File: src/rtl/cache_perf_pkg.sv
// Shared constants, types and helpers for the multi-channel cache performance monitor.
package cache_perf_pkg;

  localparam logic [3:0] ST_RDHIT  = 4'd9;
  localparam logic [3:0] ST_WRHIT  = 4'd6;
  localparam logic [3:0] ST_RDMISS = 4'd2;
  localparam logic [3:0] ST_WRMISS = 4'd7;

  // Index of each counter within a channel's counter bank
  localparam int C_HIT = 0;
  localparam int C_TOT = 1;
  localparam int C_RDM = 2;
  localparam int C_WRM = 3;
  localparam int NCNT  = 4;

  typedef enum logic [2:0] {EV_NONE, EV_RDHIT, EV_WRHIT, EV_RDMISS, EV_WRMISS} ev_t;

  typedef enum logic [1:0] {R_IDLE, R_START, R_WAIT} ratio_state_t;

  function automatic int cnt_width(input int n);
    return (n <= 1) ? 1 : $clog2(n);
  endfunction

  function automatic ev_t decode_ev(input logic [3:0] code);
    case (code)
      ST_RDHIT:  return EV_RDHIT;
      ST_WRHIT:  return EV_WRHIT;
      ST_RDMISS: return EV_RDMISS;
      ST_WRMISS: return EV_WRMISS;
      default:   return EV_NONE;
    endcase
  endfunction

endpackage

File: src/rtl/perf_ratio_div.sv
// Sequential restoring divider, one quotient bit per cycle, start/busy/done handshake.
// A start while busy abandons the current division and reloads the operands.
module perf_ratio_div
  import cache_perf_pkg::*;
#(
  parameter int DVW = 20,
  parameter int DSW = 12
) (
  input  logic           clk,
  input  logic           rst,
  input  logic           start,
  input  logic [DVW-1:0] dividend,
  input  logic [DSW-1:0] divisor,
  output logic           busy,
  output logic           done,
  output logic [DVW-1:0] quotient
);

  localparam int IW = cnt_width(DVW);

  logic [DSW-1:0] rem;
  logic [DSW-1:0] dsr;
  logic [IW-1:0]  iter;
  logic [DSW:0]   rem_sh;
  logic [DSW:0]   diff;
  logic           take_bit;

  // Dividend bits shift out of the quotient register into the remainder
  assign rem_sh   = {rem, quotient[DVW-1]};
  assign diff     = rem_sh - {1'b0, dsr};
  assign take_bit = ~diff[DSW];

  always_ff @(posedge clk) begin
    if (rst) begin
      busy     <= 1'b0;
      done     <= 1'b0;
      rem      <= '0;
      dsr      <= '0;
      iter     <= '0;
      quotient <= '0;
    end else begin
      done <= 1'b0;
      if (start) begin
        busy     <= 1'b1;
        rem      <= '0;
        dsr      <= divisor;
        quotient <= dividend;
        iter     <= IW'(DVW - 1);
      end else if (busy) begin
        rem      <= take_bit ? diff[DSW-1:0] : rem_sh[DSW-1:0];
        quotient <= {quotient[DVW-2:0], take_bit};
        if (iter == '0) begin
          busy <= 1'b0;
          done <= 1'b1;
        end else begin
          iter <= iter - IW'(1);
        end
      end
    end
  end

endmodule

File: src/rtl/cache_perf_counter.sv
// Multi-channel cache hit/miss monitor with live counters, snapshots and sticky overflow.
// Define CACHE_PERF_RATIO_EN to add the per-channel Q0.8 hit-ratio divider and ports.
module cache_perf_counter
  import cache_perf_pkg::*;
#(
  parameter int NCH      = 2,
  parameter int CNT_W    = 12,
  parameter int WIN_W    = 16,
  parameter int WIN_LEN  = 0,
  parameter int EDGE_CNT = 1,
  parameter int SAT      = 1
) (
  input  logic               clk,
  input  logic               rst,
  input  logic [4*NCH-1:0]   cs,
  input  logic               en,
  input  logic               clr,
  input  logic               snap_req,
  output logic               snap_valid,
  output logic [CNT_W*NCH-1:0] hitc,
  output logic [CNT_W*NCH-1:0] totalc,
  output logic [CNT_W*NCH-1:0] rdmissc,
  output logic [CNT_W*NCH-1:0] wrmissc,
  output logic [NCH-1:0]     ovf
`ifdef CACHE_PERF_RATIO_EN
  ,
  output logic [8*NCH-1:0]   ratio,
  output logic               ratio_valid
`endif
);

  localparam logic [WIN_W-1:0] WIN_LAST = WIN_W'((WIN_LEN == 0) ? 0 : WIN_LEN - 1);

  logic [WIN_W-1:0] timer;
  logic             trigger;
  logic             take;

  assign trigger = snap_req || ((WIN_LEN != 0) && en && (timer == WIN_LAST));
  assign take    = trigger && !clr;

  always_ff @(posedge clk) begin
    if (rst) begin
      timer      <= '0;
      snap_valid <= 1'b0;
    end else begin
      snap_valid <= take;
      if (clr || trigger)
        timer <= '0;
      else if (en && (WIN_LEN != 0))
        timer <= timer + WIN_W'(1);
    end
  end

  for (genvar g = 0; g < NCH; g++) begin : g_ch
    logic [3:0]       cs_k;
    logic [3:0]       prev_cs;
    ev_t              ev;
    logic             fire;
    logic [NCNT-1:0]  inc;
    logic [NCNT-1:0]  wrap;
    logic [CNT_W-1:0] live [NCNT];
    logic [CNT_W-1:0] nxt  [NCNT];
    logic [CNT_W-1:0] snap [NCNT];
    logic             ovf_r;

    assign cs_k = cs[4*g +: 4];

    // Next live values include this cycle's event so a snapshot taken now sees it
    always_comb begin
      ev   = decode_ev(cs_k);
      fire = en && (ev != EV_NONE) && ((EDGE_CNT == 0) || (cs_k != prev_cs));
      inc  = '0;
      if (fire) begin
        inc[C_TOT] = 1'b1;
        case (ev)
          EV_RDHIT, EV_WRHIT: inc[C_HIT] = 1'b1;
          EV_RDMISS:          inc[C_RDM] = 1'b1;
          EV_WRMISS:          inc[C_WRM] = 1'b1;
          default:            ;
        endcase
      end
      for (int c = 0; c < NCNT; c++) begin
        wrap[c] = inc[c] && (live[c] == '1);
        if (!inc[c] || (wrap[c] && (SAT != 0)))
          nxt[c] = live[c];
        else
          nxt[c] = live[c] + CNT_W'(1);
      end
    end

    always_ff @(posedge clk) begin
      if (rst) begin
        prev_cs <= '0;
        ovf_r   <= 1'b0;
        for (int c = 0; c < NCNT; c++) begin
          live[c] <= '0;
          snap[c] <= '0;
        end
      end else begin
        prev_cs <= cs_k;
        if (clr) begin
          ovf_r <= 1'b0;
          for (int c = 0; c < NCNT; c++) live[c] <= '0;
        end else begin
          ovf_r <= ovf_r | (|wrap);
          for (int c = 0; c < NCNT; c++) begin
            if (trigger) begin
              snap[c] <= nxt[c];
              live[c] <= '0;
            end else begin
              live[c] <= nxt[c];
            end
          end
        end
      end
    end

    assign hitc   [CNT_W*g +: CNT_W] = snap[C_HIT];
    assign totalc [CNT_W*g +: CNT_W] = snap[C_TOT];
    assign rdmissc[CNT_W*g +: CNT_W] = snap[C_RDM];
    assign wrmissc[CNT_W*g +: CNT_W] = snap[C_WRM];
    assign ovf[g] = ovf_r;
  end

`ifdef CACHE_PERF_RATIO_EN
  localparam int DVW  = CNT_W + 8;
  localparam int CH_W = cnt_width(NCH);

  ratio_state_t     rstate;
  logic [CH_W-1:0]  rch;
  logic             div_start;
  logic             div_busy;
  logic             div_done;
  logic [DVW-1:0]   div_q;
  logic [CNT_W-1:0] sel_hit;
  logic [CNT_W-1:0] sel_tot;
  logic [7:0]       rres;

  assign sel_hit   = hitc  [CNT_W*int'(rch) +: CNT_W];
  assign sel_tot   = totalc[CNT_W*int'(rch) +: CNT_W];
  assign div_start = (rstate == R_START);

  // hitc==totalc yields 256, which Q0.8 cannot hold, hence the clamp
  always_comb begin
    rres = div_q[7:0];
    if (sel_tot == '0)
      rres = 8'h00;
    else if (|div_q[DVW-1:8])
      rres = 8'hFF;
  end

  perf_ratio_div #(.DVW(DVW), .DSW(CNT_W)) u_div (
    .clk      (clk),
    .rst      (rst),
    .start    (div_start),
    .dividend ({sel_hit, 8'h00}),
    .divisor  (sel_tot),
    .busy     (div_busy),
    .done     (div_done),
    .quotient (div_q)
  );

  always_ff @(posedge clk) begin
    if (rst) begin
      rstate      <= R_IDLE;
      rch         <= '0;
      ratio       <= '0;
      ratio_valid <= 1'b0;
    end else if (take) begin
      rstate      <= R_START;
      rch         <= '0;
      ratio_valid <= 1'b0;
    end else begin
      case (rstate)
        R_START: rstate <= R_WAIT;
        R_WAIT: begin
          if (div_done) begin
            ratio[8*int'(rch) +: 8] <= rres;
            if (rch == CH_W'(NCH - 1)) begin
              ratio_valid <= 1'b1;
              rstate      <= R_IDLE;
            end else begin
              rch    <= rch + CH_W'(1);
              rstate <= R_START;
            end
          end else if (!div_busy) begin
            rstate <= R_START;
          end
        end
        default: ;
      endcase
    end
  end
`endif

endmodule

File: config.mk
export PLATFORM = sky130hd
export DESIGN_NAME = cache_perf_counter
export DESIGN_NICKNAME = d
export VERILOG_FILES = /design/src/rtl/cache_perf_pkg.sv /design/src/rtl/perf_ratio_div.sv /design/src/rtl/cache_perf_counter.sv
export SDC_FILE = /design/constraint.sdc
export NUM_CORES = 1
export LEC_CHECK = 0
export CAP_MARGIN = 10
export CORE_MARGIN = 2
export CORE_UTILIZATION = 30
export DETAILED_ROUTE_END_ITERATION = 8
export HOLD_SLACK_MARGIN = 0.03
export PLACE_DENSITY_LB_ADDON = 0.3
export SYNTH_ARGS = -nofsm -noshare
export SYNTH_HDL_FRONTEND = slang
export SYNTH_SLANG_ARGS = --single-unit
File: constraint.sdc
create_clock -name clk -period 4.87 [get_ports clk]
set_input_delay 0.974 -clock clk [delete_from_list [all_inputs] [get_ports clk]]
set_output_delay 0.974 -clock clk [all_outputs]
set_load 0.01 [all_outputs]
Yosys cells after proc, flatten, opt, wreduce, memory -nomap -nowiden

Memory sizes are Yosys's and may differ from the RTL's.
Index checks and enable logic that the tools add are counted.

Bits in writable memories: 192
Word-level logic and storage cells: 177
Bits of input ports: 13
Memories: 4
Flip-flop bits (word level): 11
Output and inout port bits: 99

Memory list:

| name         | depth | width | read ports | clocked after memory_dff | write ports | RTL line                 | RTL |
|---|---|---|---|---|---|---|---|
| g_ch[0].live | 4     | 12    | 4          | 0                        | 4           | cache_perf_counter.sv:61 | `logic [CNT_W-1:0] live [NCNT];` |
| g_ch[0].snap | 4     | 12    | 4          | 0                        | 4           | cache_perf_counter.sv:63 | `logic [CNT_W-1:0] snap [NCNT];` |
| g_ch[1].live | 4     | 12    | 4          | 0                        | 4           | cache_perf_counter.sv:61 |  |
| g_ch[1].snap | 4     | 12    | 4          | 0                        | 4           | cache_perf_counter.sv:63 |  |

Reductions and logical operators: 37
Bitwise operators: 34
Equal/unequal tests: 26
Muxes and demuxes: 63
Add/subtract/negate cells: 8

Operator list:

| cell                  | number |
|---|---|
| $mux 12               | 40 |
| $add 12x1->12 const B | 8 |
| $eq 12x12->1 const B  | 8 |
| $or 1x1->1            | 34 |
| $pmux 3 s4            | 2 |
| $mux 1                | 19 |
| $eq 4x3->1 const B    | 4 |
| $logic_and 1x1->1     | 13 |
| $eq 3x2->1 const B    | 4 |
| $logic_not 1->1       | 9 |
| $eq 4x2->1 const B    | 2 |
| $eq 4x4->1 const B    | 2 |
| $logic_or 1x1->1      | 8 |
| $mux 4                | 2 |
| $ne 4x4->1            | 2 |
| $reduce_or 4->1       | 2 |
| $eq 3x1->1 const B    | 2 |
| $eq 3x3->1 const B    | 2 |
| $reduce_bool 3->1     | 2 |
| $reduce_or 2->1       | 3 |

Depth between registers and ports, before layout

Gate-level depths: netlist of run 1.

Word-level depth: 10
Gate-level depth with buffers: 8
Mapped depth without buffers: 6

Worst setup path after synthesis of run 1

OpenSTA, ideal clock, no wires.

Path type: input port to flip-flop
From: input rst
To: memory g_ch[0].snap[0][0], enable pin
Path buffers: 1
Path slack: 1.194 ns
Data arrival time: 3.223 ns
Cell stages on the path: 2
Cell sequence: clkbuf_1 a21o_1

RTL lines:

| element            | RTL line                 | RTL |
|---|---|---|
| start: declaration | cache_perf_counter.sv:14 | `input logic rst,` |
| end: declaration   | cache_perf_counter.sv:63 |  |

==> reports/metrics.cfg, run 1 <==
[yosys]
ys_ff_latch = 203
avgSynthCellArea_sq_um = 11.1
synth_area_leaders = edfxtp_1, dfxtp_1, nor2_1
synth_common_cells = edfxtp_1, nor2_1, a21oi_1, xnor2_1, nand3_1
yosysTopAreaCellShare_pct = 53.1
synth_largest_area_cell = edfxtp_1
synthMostInstantiatedCell = edfxtp_1
yosysWarnings = 0
synthArstFlopShare_pct = 0
synth_flop_cell = edfxtp_1
ys_types = 55
synthesis.area_sq_um = 9500
yosysSeqAreaShare_pct = 60.5
synth_edf_count = 168
netlist_instances = 852

[sta]
final.setup_skew_ns = 0.0157
rsz0062_at_grt = no
fin_crit_sh_pct = 65.8
slew_headroom_pct = 29.5
fmax_ghz = 0.312
hold_violations = 0
fin_crit_ns = 3.20
drv_slew = 0
max_slew.worst_pin.slew_ns = 1.06
setup_viol = 0
fin_setup_tns_ns = 0

[finish]
stdcell_count = 1447
drive_gt1_share_pct = 6.22
final_net_count = 1049
syn_to_final_growth_pct = 27.8
antennaDiodeCount = 0

[clock_tree]
ctsHoldBuffers = 0
clk_latency_ns = 0.52
htreeDepth = 1
clock-sinks = 203
cts_tree = yes
ctsLongestPathBuffers = 3
clk_pin_slew_ns = 0.06
postCtsSetupBuffers = 0
cts_resized = 0
cts-buffers-inserted = 24
cts-root-buf = clkbuf_16

[outcome]
status = finished clean

[floorplanning]
die_w_um = 182
core-area_sq_um = 31400
num_rows = 65
die_area_sq_um = 33100
io-pin-count = 112
start_util_pct = 30.3
dieHeight_um = 182

[global_routing]
met3_usage_pct = 2.93
top_usage_layer = met2
grt_first_pass_wirelength_um = 37200
overflow = 0
antenna_found_initial = 0
grt_max_degree = 61
met2_usage_pct = 22.0
grtUsageTotal_pct = 13.9
grt_pass1_vias = 6970
grt_use_met1_pct = 19.1

[detailed_routing]
drc = 0
drt_iter0_markers = 509
vias = 6988
drt_first_pass_iters = 5
detail_route.wl_per_cell_um = 15.7
ant_nets = 0
wl_um = 22800
avgViaCountPerCell = 4.83

[placed_design]
place_congestion = 0.802
numPlacedInstances = 1404
hpwl_um = 15400
portBuffers = 111

[worst_setup_path]
cp-start-kind = input port
worst_ep_required_time_ns = 5.24
end_kind = register
path_max_fanout = 11
arrival_ns = 3.57
critical_path_class = input port to register

[power]
vdd_drop_max_v = 0.000234
power.leakage_uw = 0.00410
power_density_nw_per_um2 = 341

[worst_hold_path]
hp-class = register to register

[run]
drv_cap = 0

## registers in the layout (all words and copies together) (netlist names)
name          count
g_ch.snap        96
g_ch.live        96
g_ch.ovf_r        2
g_ch.prev_cs      8
snap_valid        1
## report_power, final
group	switching [uW]	internal, uW
clock network	718	1110
registers	47.2	1960
logic	170	130
total	936	3200
## cells in the final DEF (no fill, tap or decap), types with 3 or more instances in the layout
cell             count
edfxtp_1           168
nor2_1             151
clkdlybuf4s50_1    111
conb_1              72
a21oi_1             57
xnor2_1             42
nand3_1             41
nor4_1              35
nand2_1             35
dfxtp_1             35
clkbuf_16           27
nand4_1             25
xor2_1              24
or3_1               18
o21ai_0             17
and3_1              16
or4_1               14
and4_1              13
inv_1               12
nor3_1              12
nor2b_1             10
o31ai_1             10
mux2i_1              9
ha_1                 8
buf_4                8
a31o_2               6
and2_1               5
nand2b_1             5
clkbuf_8             4
clkinv_2             4
clkbuf_1             4
nor4b_1              3
## metal layers
| layer | up-vias | share of wire (%) |
|---|---|---|
| met2 | 143 | 45 |
| met3 | 31 | 5.5 |
| met4 | 0 | 2.2 |
| met5 | - | 0 |
| met1 | 3354 | 47 |
| li1 | 3460 | - |
## cells by family after synthesis
kind of cell,Yosys count,synth area share (%)
AND/OR/NAND/NOR,399,21.7
flip-flops,203,60.5
AO/OA/AOI/OAI,112,7.27
XOR/XNOR,66,6.09
buffers and inverters,54,2.38
multiplexers,9,0.949
adder cells (fa/ha/maj),8,1.05
other,1,0.0395
## per-stage QoR
step / power (uW) / area [sq um] / setup slack, ns / utilization, % / hold WS [ns]
2_1_floorplan: 2190 / 9760 / 1.19 / - / 0.437
3_3_place_gp: 2340 / 11300 / 1.23 / 36.1 / 0.463
3_5_place_dp: 2350 / 11300 / 1.15 / 36.1 / 0.475
4_1_cts: 4210 / 12100 / 1.72 / 38.7 / 0.484
5_1_grt: 4300 / 12100 / 1.49 / 38.7 / 0.510
6_report: 4140 / 12100 / 1.67 / 38.7 / 0.480
## critical path: stages
cell,delay [ns]
clkdlybuf4s50_1,0.65
xor2_1,0.25
o41ai_2,0.22
buf_4,0.24
or4b_1,0.61
or4_1,0.46
a21oi_1,0.16
## area by class of cell
class,instances,area (sq um)
tap,402,503
clock inverter,8,70.1
timing repair buffer,121,1210
sequential,203,5750
fill,3087,19300
clock buffer,35,746
multi-input combinational,666,3820
inverter,12,45.0
## final timing paths
kind | start | cells after the start | to | slack [ns]
worst max-delay path | cs[6] | 7 | g_ch[1].snap[1][9] | 1.67
worst min-delay path | g_ch[1].ovf_r | 1 | g_ch[1].ovf_r | 0.48
worst max register to register | g_ch[0].live[1][0] | 6 | g_ch[0].live[1][11] | 2.38
worst min register to register | g_ch[1].ovf_r | 1 | g_ch[1].ovf_r | 0.48
Power figures use the tool's default switching activity.
==> run 2, diff against run 1 <==
==> constraint.sdc (replaced) <==
create_clock -name clk -period 2.8 [get_ports clk]
set_input_delay 0.56 -clock clk [delete_from_list [all_inputs] [get_ports clk]]
set_output_delay 0.56 -clock clk [all_outputs]
set_load 0.01 [all_outputs]
==> reports/metrics.cfg, run 2 (same netlist as run 1, synthesis figures left out) <==
[floorplanning]
die_area_sq_um = 33100
start_util_pct = 30.3
dieHeight_um = 182
core-area_sq_um = 31400
io-pin-count = 112
num_rows = 65
die_w_um = 182

[power]
vdd_drop_max_v = 0.000373
power_density_nw_per_um2 = 583
power.leakage_uw = 0.00440
p_total_uw = 7380

[global_routing]
met2_usage_pct = 22.3
grt_first_pass_wirelength_um = 36800
top_usage_layer = met2
met3_usage_pct = 3.25
grt_use_met1_pct = 18.2
grtUsageTotal_pct = 13.7
grt_pass1_vias = 7130
overflow = 0
antenna_found_initial = 0
grt_max_degree = 56

[worst_setup_path]
rr_endpoint = g_ch[0].snap[1][9]
crit_buf_inv = 2
critPathMaxStageDelay_ns = 0.64
path_max_fanout = 20
crit_chain = clkdlybuf4s50_1 > xor2_1 > o41ai_2 > buf_4 > or4_4 > or4_1 > a21oi_1
arrival_ns = 3.01
cpMaxStageDelayCell = or4_4
worst_ep_required_time_ns = 3.16
r2r_slack_ns = 0.31
startpoint = cs[5]
reg2reg_depth = 6
end_kind = register
critical_path_class = input port to register
regToRegStartpoint = g_ch[0].live[1][0]
critPathTopFamily = simple AND/OR/NAND/NOR gates
cp-start-kind = input port

[clock_tree]
ctsHoldBuffers = 0
clk_latency_ns = 0.52
cts-buffers-inserted = 24
cts_tree = yes
cts-root-buf = clkbuf_16
clock-sinks = 203
cts_resized = 0
htreeDepth = 1
clk_pin_slew_ns = 0.06
postCtsSetupBuffers = 0
ctsLongestPathBuffers = 3

[detailed_routing]
wl_um = 23000
avgViaCountPerCell = 4.82
detail_route.wl_per_cell_um = 15.3
ant_nets = 0
drc = 0
vias = 7249
drt_first_pass_iters = 4
drt_iter0_markers = 438

[sta]
final.setup_skew_ns = 0.0122
fin_setup_tns_ns = 0
fin_crit_ns = 2.65
max_slew.worst_pin.slew_ns = 0.745
slew_headroom_pct = 49.9
fmax_ghz = 0.378
fin_crit_sh_pct = 94.5
drv_slew = 0
setup_viol = 0
rsz0062_at_grt = no
hold_violations = 0

[finish]
multiInputGateArea_sq_um = 3820
final_net_count = 1106
syn_to_final_growth_pct = 33.3
drive_gt1_share_pct = 11.3
regArea_sq_um = 5750
stdcell_count = 1505
layout.cells.most_common_list = edfxtp_1, nor2_1, clkdlybuf4s50_1
reg.largest.list = g_ch.live x96, g_ch.snap x96, g_ch.prev_cs x8
final_common_cell = edfxtp_1
antennaDiodeCount = 0
fillers = 3040

[outcome]
status = finished clean

[worst_hold_path]
hold_start = g_ch[1].ovf_r
hp-class = register to register
holdPathStages = 1
hold_end = g_ch[1].ovf_r

[placed_design]
place_congestion = 0.819
numPlacedInstances = 1461
portBuffers = 111
hpwl_um = 16000

[run]
drv_cap = 0

run 2: changes by cell type in the layout (fill, tap and decap cells not counted):
cell / before / now
clkinv_4: 1 / 2
clkbuf_16: 27 / 28
clkinvlp_4: 1 / 4
buf_4: 8 / 60
bufinv_16: 1 / 2
clkbuf_8: 4 / 1
buf_12: 2 / 7
clkbuf_1: 4 / 2
run 2: worst max-delay path by stage:
stage                          endpoint  slack, ns  depth (start not counted)
CTS                  g_ch[1].snap[0][7]       0.17                          7
floorplan           g_ch[1].snap[0][11]       0.22                          8
global route         g_ch[1].snap[3][9]       0.02                          7
finish               g_ch[1].snap[0][7]       0.15                          7
global placement     g_ch[1].snap[0][7]      -0.27                          7
detailed placement   g_ch[1].snap[0][7]      -0.37                          7
run 2: per-layer routing:
layer / vias to the layer above / wire [um]
met3: 31 / 1300
met5: - / 0
met1: 3504 / 10700
met2: 136 / 10500
li1: 3578 / -
met4: 0 / 479
run 2: final cells by class:
type                       count  share of cell area, %
multi-input combinational    666                   30.1
clock buffer                  31                   5.70
clock inverter                13                   1.04
timing repair buffer         178                   13.4
sequential                   203                   45.4
tap                          402                   3.97
inverter                      12                  0.356
run 2: worst register-to-register path, delay by kind of cell (launching register included):
| family | cells | cell delay (ns) |
|---|---|---|
| compound gates | 1 | 0.18 |
| fa+ha+maj | 1 | 0.25 |
| flops | 1 | 0.42 |
| simple gates | 4 | 1.48 |
run 2: report_power, final:
part | internal (uW) | leakage, uW | switching, uW | total, uW
Combinational | 276 | 0.00194 | 310 | 586
Sequential | 3410 | 0.00205 | 80.6 | 3490
Clock | 2010 | 0.000409 | 1290 | 3300
run 2: through the flow:
stage	area, sq um	util (%)	hold slack (ns)	setup WS, ns
2_1_floorplan	9770	-	0.437	0.217
3_3_place_gp	11800	37.6	0.459	-0.271
3_5_place_dp	11800	37.6	0.466	-0.374
4_1_cts	12700	40.3	0.480	0.165
5_1_grt	12700	40.3	0.500	0.0201
6_report	12700	40.3	0.476	0.153
==> run 3, diff against run 2 <==
--- a/config.mk
+++ b/config.mk
@@ -6,8 +6,8 @@
 export NUM_CORES = 1
 export LEC_CHECK = 0
 export CAP_MARGIN = 10
-export CORE_MARGIN = 2
 export CORE_UTILIZATION = 30
+export CTS_CLUSTER_SIZE = 10
 export DETAILED_ROUTE_END_ITERATION = 8
 export HOLD_SLACK_MARGIN = 0.03
 export PLACE_DENSITY_LB_ADDON = 0.3
==> reports/metrics.cfg, run 3 (same netlist as run 1, synthesis figures left out) <==
[detailed_routing]
ant_nets = 0
drc = 7
drt_first_pass_iters = 6
wl_um = 22500
drt_iter0_markers = 398
avgViaCountPerCell = 4.79
vias = 7186
detail_route.wl_per_cell_um = 15.0

[worst_hold_path]
hp-class = register to register
hold_start = g_ch[1].live[0][11]

[power]
switching_power_uw = 1580
pwr-share-clk_pct = 42.3
vdd_drop_max_v = 0.000411
power.leakage_uw = 0.00436
pwr-share-seq_pct = 49.5
swShare_pct = 22.4
power_density_nw_per_um2 = 562
power_frac_comb_pct = 8.2
p_int_uw = 5480

[sta]
setup_viol = 0
fmax_ghz = 0.379
slew_headroom_pct = 49.5
final.setup_skew_ns = 0.0133
fin_setup_tns_ns = 0
fin_crit_ns = 2.64
hold_violations = 0
fin_crit_sh_pct = 94.2
drv_slew = 0
worst_slack_ns = 0.163
max_slew.worst_pin.slew_ns = 0.750
rsz0062_at_grt = no

[floorplanning]
io-pin-count = 112
core-area_sq_um = 30800
die_area_sq_um = 32400
num_rows = 64
die_w_um = 180
dieHeight_um = 180
start_util_pct = 30.8

[worst_setup_path]
cp-start-kind = input port
end_kind = register
worst_ep_required_time_ns = 3.16
arrival_ns = 3.00
startpoint = cs[6]
path_max_fanout = 6
critical_path_class = input port to register
regToRegStartpoint = g_ch[0].live[1][0]

[placed_design]
dp_slack_ns = -0.357
place_area_sq_um = 11800
place_congestion = 0.839
portBuffers = 111
hpwl_um = 15700

[clock_tree]
cts_tree = yes
ctsHoldBuffers = 0
clk_pin_slew_ns = 0.05
htreeDepth = 1
clk_latency_ns = 0.52
cts_resized = 0
cts-root-buf = clkbuf_16
postCtsSetupBuffers = 0
ctsLongestPathBuffers = 3
cts-buffers-inserted = 25
clock-sinks = 203

[finish]
final_cell_area_sq_um = 12600
fillers = 2970
final_net_count = 1107
antennaDiodeCount = 0
syn_to_final_growth_pct = 32.3
layout.cells.most_common_list = edfxtp_1, nor2_1, clkdlybuf4s50_1
reg.largest.list = g_ch.live x96, g_ch.snap x96, g_ch.prev_cs x8
drive_gt1_share_pct = 10.5
final_common_cell = edfxtp_1

[run]
drv_cap = 0

[outcome]
status = complete, but fails checks
violations = design-rule violations

[global_routing]
grtUsageTotal_pct = 13.8
antenna_found_initial = 0
grt_pass1_vias = 7005
grt_first_pass_wirelength_um = 36100
overflow = 0
grt_max_degree = 57

[run 3: worst paths after layout]
path              depth (start not counted)  slack [ns]                  end
hold reg to reg                           2        0.53  g_ch[1].live[0][11]
setup / recovery                          7        0.16  g_ch[1].snap[3][11]
setup reg to reg                          6        0.32   g_ch[0].snap[1][9]
hold / removal                            2        0.53  g_ch[1].live[0][11]
[run 3: worst max-delay path: stages]
cell and delay [ns]:
clkdlybuf4s50_1 0.55, xor2_1 0.25, o41ai_2 0.11, buf_4 0.16, or4b_1 0.63, or4_1 0.53, a21oi_1 0.20
[run 3: per-layer routing]
metal	share of wire [%]	wire length, um	vias up	track usage, %
met3	5.0	1120	36	2.96
met4	2.4	545	0	4.62
met2	45	10200	131	22.5
met1	47	10700	3429	18.2
met5	0	0	-	0
li1	-	-	3590	-
[run 3: power groups by stage]
stage | clock network [uW] | registers [uW] | logic [uW]
floorplan | 0 | 3580 | 219
global placement | 0 | 3560 | 582
detailed placement | 0 | 3550 | 585
global route | 3230 | 3510 | 632
finish | 2980 | 3490 | 582
CTS | 3110 | 3490 | 589
[run 3: stage by stage]
stage,hold slack (ns),instances,util [%],total power (uW)
after floorplan,0.437,923,-,3800
after global placement,0.493,1455,38.3,4140
after detailed placement,0.511,1455,38.3,4140
after CTS,0.531,1501,40.8,7190
after global routing,0.559,1501,40.8,7370
final,0.528,1501,40.8,7060
[run 3: final cells by class]
cell class,count,area (sq um),share of cell area (%)
inverter,12,45.0,0.358
multi-input combinational,666,3820,30.4
clock buffer,44,747,5.95
tap,396,495,3.94
timing repair buffer,178,1700,13.5
clock inverter,2,13.8,0.110
sequential,203,5750,45.7
